==> src/rtl/ysyx_041514_mem_arbiter.sv <==
// rtl/ysyx_041514_mem_arbiter.sv - shares the NPC memory port between IF and LSU
`timescale 1ns/1ps

module ysyx_041514_mem_arbiter #(
  parameter int XLEN        = 64,
  parameter int ADDR_W      = 32,
  parameter int TIMEOUT_CYC = 255
) (
  input  logic              clk,
  input  logic              rst,
  input  logic              if_req_valid_i,
  input  logic [ADDR_W-1:0] if_addr_i,
  input  logic              if_flush_i,
  output logic              if_rdata_valid_o,
  output logic [XLEN-1:0]   if_rdata_o,
  output logic              if_err_o,
  input  logic              ls_req_valid_i,
  input  logic              ls_we_i,
  input  logic [ADDR_W-1:0] ls_addr_i,
  input  logic [XLEN-1:0]   ls_wdata_i,
  input  logic [7:0]        ls_mask_i,
  output logic              ls_done_o,
  output logic [XLEN-1:0]   ls_rdata_o,
  output logic              ls_err_o,
  output logic              mem_req_valid_o,
  input  logic              mem_req_ready_i,
  output logic [ADDR_W-1:0] mem_addr_o,
  output logic              mem_we_o,
  output logic [XLEN-1:0]   mem_wdata_o,
  output logic [7:0]        mem_mask_o,
  input  logic              mem_resp_valid_i,
  input  logic [XLEN-1:0]   mem_rdata_i
);

  localparam logic [1:0] S_IDLE = 2'd0;
  localparam logic [1:0] S_REQ  = 2'd1;
  localparam logic [1:0] S_WAIT = 2'd2;
  localparam logic [7:0] LAST_WAIT = 8'(TIMEOUT_CYC - 1);

  logic [1:0]        state_q, state_d;
  logic              ls_owner_q, ls_owner_d;
  logic              drop_q, drop_d;
  logic              mask_if_q, mask_if_d;
  logic              mask_ls_q, mask_ls_d;
  logic [7:0]        cnt_q, cnt_d;
  logic [ADDR_W-1:0] addr_q, addr_d;
  logic              we_q, we_d;
  logic [XLEN-1:0]   wdata_q, wdata_d;
  logic [7:0]        bmask_q, bmask_d;
  logic              if_valid_q, if_valid_d;
  logic [XLEN-1:0]   if_rdata_q, if_rdata_d;
  logic              if_err_q, if_err_d;
  logic              ls_done_q, ls_done_d;
  logic [XLEN-1:0]   ls_rdata_q, ls_rdata_d;
  logic              ls_err_q, ls_err_d;
  logic              grant_ls, grant_if, flush_own, timeout;

  always_comb begin
    state_d    = state_q;
    ls_owner_d = ls_owner_q;
    drop_d     = drop_q;
    mask_if_d  = 1'b0;
    mask_ls_d  = 1'b0;
    cnt_d      = cnt_q;
    addr_d     = addr_q;
    we_d       = we_q;
    wdata_d    = wdata_q;
    bmask_d    = bmask_q;
    if_valid_d = 1'b0;
    if_rdata_d = if_rdata_q;
    if_err_d   = 1'b0;
    ls_done_d  = 1'b0;
    ls_rdata_d = ls_rdata_q;
    ls_err_d   = 1'b0;
    timeout    = 1'b0;
    // The requester that just completed sits out one arbitration round.
    grant_ls   = ls_req_valid_i && !mask_ls_q;
    grant_if   = if_req_valid_i && !if_flush_i && !mask_if_q;
    flush_own  = !ls_owner_q && if_flush_i;
    case (state_q)
      S_IDLE: begin
        if (grant_ls) begin
          state_d    = S_REQ;
          ls_owner_d = 1'b1;
          drop_d     = 1'b0;
          addr_d     = ls_addr_i;
          we_d       = ls_we_i;
          wdata_d    = ls_wdata_i;
          bmask_d    = ls_mask_i;
        end else if (grant_if) begin
          state_d    = S_REQ;
          ls_owner_d = 1'b0;
          drop_d     = 1'b0;
          addr_d     = if_addr_i;
          we_d       = 1'b0;
          wdata_d    = '0;
          bmask_d    = 8'h0f;
        end
      end
      S_REQ: begin
        if (flush_own) drop_d = 1'b1;
        if (mem_req_ready_i) begin
          state_d = S_WAIT;
          cnt_d   = '0;
        end
      end
      S_WAIT: begin
        if (flush_own) drop_d = 1'b1;
        cnt_d   = cnt_q + 8'd1;
        timeout = !mem_resp_valid_i && (cnt_q == LAST_WAIT);
        if (mem_resp_valid_i || timeout) begin
          state_d = S_IDLE;
          if (ls_owner_q) begin
            mask_ls_d  = 1'b1;
            ls_done_d  = 1'b1;
            ls_err_d   = timeout;
            ls_rdata_d = (timeout || we_q) ? '0 : mem_rdata_i;
          end else begin
            mask_if_d = 1'b1;
            // A redirected fetch still drains downstream but is never reported.
            if (!drop_d) begin
              if_valid_d = 1'b1;
              if_err_d   = timeout;
              if_rdata_d = timeout ? '0 : mem_rdata_i;
            end
          end
        end
      end
      default: state_d = S_IDLE;
    endcase
  end

  always_ff @(posedge clk) begin
    if (rst) begin
      state_q    <= S_IDLE;
      ls_owner_q <= 1'b0;
      drop_q     <= 1'b0;
      mask_if_q  <= 1'b0;
      mask_ls_q  <= 1'b0;
      cnt_q      <= '0;
      addr_q     <= '0;
      we_q       <= 1'b0;
      wdata_q    <= '0;
      bmask_q    <= '0;
      if_valid_q <= 1'b0;
      if_rdata_q <= '0;
      if_err_q   <= 1'b0;
      ls_done_q  <= 1'b0;
      ls_rdata_q <= '0;
      ls_err_q   <= 1'b0;
    end else begin
      state_q    <= state_d;
      ls_owner_q <= ls_owner_d;
      drop_q     <= drop_d;
      mask_if_q  <= mask_if_d;
      mask_ls_q  <= mask_ls_d;
      cnt_q      <= cnt_d;
      addr_q     <= addr_d;
      we_q       <= we_d;
      wdata_q    <= wdata_d;
      bmask_q    <= bmask_d;
      if_valid_q <= if_valid_d;
      if_rdata_q <= if_rdata_d;
      if_err_q   <= if_err_d;
      ls_done_q  <= ls_done_d;
      ls_rdata_q <= ls_rdata_d;
      ls_err_q   <= ls_err_d;
    end
  end

  assign mem_req_valid_o  = (state_q == S_REQ);
  assign mem_addr_o       = addr_q;
  assign mem_we_o         = we_q;
  assign mem_wdata_o      = wdata_q;
  assign mem_mask_o       = bmask_q;
  assign if_rdata_valid_o = if_valid_q;
  assign if_rdata_o       = if_rdata_q;
  assign if_err_o         = if_err_q;
  assign ls_done_o        = ls_done_q;
  assign ls_rdata_o       = ls_rdata_q;
  assign ls_err_o         = ls_err_q;

endmodule

==> config.mk <==
export PLATFORM = sky130hd
export DESIGN_NAME = ysyx_041514_mem_arbiter
export DESIGN_NICKNAME = d
export VERILOG_FILES = /design/src/rtl/ysyx_041514_mem_arbiter.sv
export SDC_FILE = /design/constraint.sdc
export NUM_CORES = 1
export LEC_CHECK = 0
export ABC_CLOCK_PERIOD_IN_PS = 2850
export CORE_MARGIN = 2
export CORE_UTILIZATION = 30
export DETAILED_ROUTE_END_ITERATION = 8
export GPL_TIMING_DRIVEN = 0
export SLEW_MARGIN = 0
export SYNTH_ARGS = -nofsm -noshare
export SYNTH_HDL_FRONTEND = slang
export SYNTH_SLANG_ARGS = --single-unit
export TNS_END_PERCENT = 5
==> constraint.sdc <==
create_clock -name clk -period 2.85 [get_ports clk]
set_input_delay 0.7125 -clock clk [delete_from_list [all_inputs] [get_ports clk]]
set_output_delay 0.7125 -clock clk [all_outputs]
set_load 0.02 [all_outputs]
==> metrics.txt <==
outcome=finished clean; Top Layer Used=met5; Post-Route WL=41300 um; drt wl/cell=20.11 um; die outline area=36640 sq um; sequential share of power=0.362; clk_skew=21.88 ps; largest family of logic cells by synthesized area=compound AO/OA/AOI/OAI gates; Logic pwr share=0.320; Detail Route Antenna Nets=0; post-synth net total=1319; post-synthesis cell count=1104; WL met2=19920 um; Fill cells=3317; P_sw=3845 uW; syn avg cell area=9.544 sq um; fraction of registers with async set/reset=0; Synth Flop Type=dfxtp_1; worst-path maximum fanout=4; root buf cell=clkbuf_16; Final #Nets=1794; number of global-route vias before repair=10320; DR vias/cell=5.059; relative slew slack=0.4324; sequential area share after synthesis=0.4750; pwr dens=689.6 nW/um^2; initial antenna violation count=3; dpl cells=2003; Layout area overhead=56.36%; Placer Congestion=0.8159; Sw Ratio=0.3385; static leakage=0.005414 uW; initial core utilization=0.3050; Hold WC Path Type=reg2reg; DP HPWL=31360 um; final hold viol count=0; Max Cap Viol=0; multi-input logic area=4908 sq um; global-route wire length before repair=61820 um; Post-synth EDFFs=0; Syn. warnings=0; Max Slew Vio Count=0; Tightest Pin Transition=851.4 ps; Layout Cells excl Fill=2054; Die Y=191.4 um; Worst EP arrival=1990 ps; Post-CTS Setup Bufs=0; Synth top area share=0.4750; Setup TNS Final=0 ps; M1 WL=16950 um; Data required, critical path=2140 ps; Pint=7516 uW; Clk Latency, worst-skew pair=550 ps; minimum clock period=2706 ps; CTS tree=yes; row count=68; critical setup path kind=reg2out; clock slew at reported path FFs=60 ps; DRC errors left=0; DR vias=10390; GRT Resource Usage Total=0.2159; fin crit share=0.9494; CTS Buffer Depth=3; peak supply drop=0.4402 mV; Synth area leader=dfxtp_1; Synth Area in Simple Gates=0.1338; initial DRC count=424; final setup violation count=0; GRT overflow=0; Reg area=5005 sq um; total CTS buffers=29; Post-Synth Adder-Cell Area=0.008313; Mapped Area=10540 sq um; top-level port count=446; clk sinks=250; I/O Buffers=444; Cell Area, Placed=15550 sq um; Die Wd=191.4 um; # H-tree levels=1; post-synthesis mux area share=0.003919; 1st-pass router iterations=4; top cells by area, synth=dfxtp_1, a311oi_2, nand2_1; RSZ-0062 raised after global routing=no; Synth cell types=42; Core ar.=34540 sq um; Clk pwr share=0.319; Fmax achieved=369.6 MHz; design area=16470 sq um; Worst setup EP type=output pin; Met3 Routed Length=3406 um; layout cells sized above 1=0.1334; area fraction in compound gates after synthesis=0.3156; post-cts resize count=0; CP Launch Type=register; CTS Hold Buffers Added=0; largest net degree at the start of global routing=15; #FFs+latches synth=250; Final Power=11360 uW; XOR/XNOR Fraction of Synth Area=0.004156; tightest hold margin=495.1 ps
## critical path, stage by stage, from the launching register on
cell and delay [ps]:
dfxtp_1 340, inv_1 110, ha_1 260, clkdlybuf4s50_1 730
## cells in the final DEF (no fill, tap or decap), types with 5 or more instances in the layout
| cell type | count |
|---|---|
| clkdlybuf4s50_1 | 444 |
| dfxtp_1 | 250 |
| nand2_1 | 198 |
| a21oi_1 | 130 |
| nor2_1 | 117 |
| a311oi_2 | 109 |
| a22oi_1 | 69 |
| clkbuf_1 | 63 |
| a311oi_1 | 51 |
| buf_2 | 36 |
| clkbuf_16 | 29 |
| buf_6 | 13 |
| clkbuf_8 | 11 |
| ha_1 | 7 |
| inv_1 | 6 |
| nor3b_1 | 6 |
| nor3_1 | 6 |
| nand2b_1 | 5 |
| buf_4 | 5 |
## metrics by stage
stage,util,setup slack (ps)
after floorplan,-,1035
after global placement,0.4502,-158.7
after detailed placement,0.4502,-154.0
after CTS,0.4768,141.0
after global routing,0.4768,63.12
final,0.4769,144.3
## power groups by stage
stage	Clock (uW)	Combinational [uW]	Sequential [uW]
2_1_floorplan	0	1570	4580
3_3_place_gp	0	3620	4160
3_5_place_dp	0	3650	4170
4_1_cts	3720	3660	4110
5_1_grt	3870	3910	4150
6_report	3620	3630	4110
## worst paths after layout
check,start,slack [ps],depth (start not counted),end
hold reg to reg,mem_wdata_o[43],500,2,mem_wdata_o[43]
hold / removal,mem_wdata_o[43],500,2,mem_wdata_o[43]
setup / recovery,state_q[1],140,3,mem_req_valid_o
setup reg to reg,state_q[0],750,7,ls_rdata_o[37]
## layer usage
layer  vias to the layer above  GRT usage
li1                       5016          -
met1                      4942     0.2678
met2                       367     0.3688
met3                        65    0.05765
met4                         2    0.05680
met5                         -          0
## layout make-up
| cell class | instances | share of cell area |
|---|---|---|
| Tap cell | 455 | 0.03456 |
| Inverter | 6 | 0.001367 |
| Multi-Input combinational cell | 734 | 0.2979 |
| Sequential cell | 250 | 0.3038 |
| Buffer | 114 | 0.03645 |
| Clock buffer | 45 | 0.05438 |
| Antenna cell | 2 | 0.0003038 |
| Timing Repair Buffer | 444 | 0.2698 |
| Clock inverter | 4 | 0.001443 |
## cell families after synthesis
group           after synthesis
simple gates                349
buf+inv                     120
compound gates              369
mux                           4
flops                       250
xor+xnor                      5
fa+ha+maj                     7
## synthesized netlist by cell type, types with 2 or more instances
master and count:
xnor2_1 2, dfxtp_1 250, nor2_1 117, buf_6 13, a22oi_1 69, nor4_1 2, buf_4 5, nand2b_1 5
mux2i_1 3, nor2b_1 2, nand2_1 198, a21oi_1 130, inv_1 6, ha_1 7, nor3_1 6, clkbuf_1 58
buf_2 36, a311oi_1 51, nor3b_1 6, and3_1 2, nand4_1 3, a311oi_2 109, xor2_1 3, o21ai_0 3
## state kept, by name, indices dropped and copies added (netlist names)
register          flops
if_rdata_o           64
cnt_q                 8
mask_if_q             1
mem_we_o              1
ls_err_o              1
drop_q                1
ls_owner_q            1
mem_wdata_o          64
mem_addr_o           32
ls_rdata_o           64
ls_done_o             1
mem_mask_o            8
if_err_o              1
if_rdata_valid_o      1
state_q               2
No activity file was read; power rests on OpenSTA's default activity.
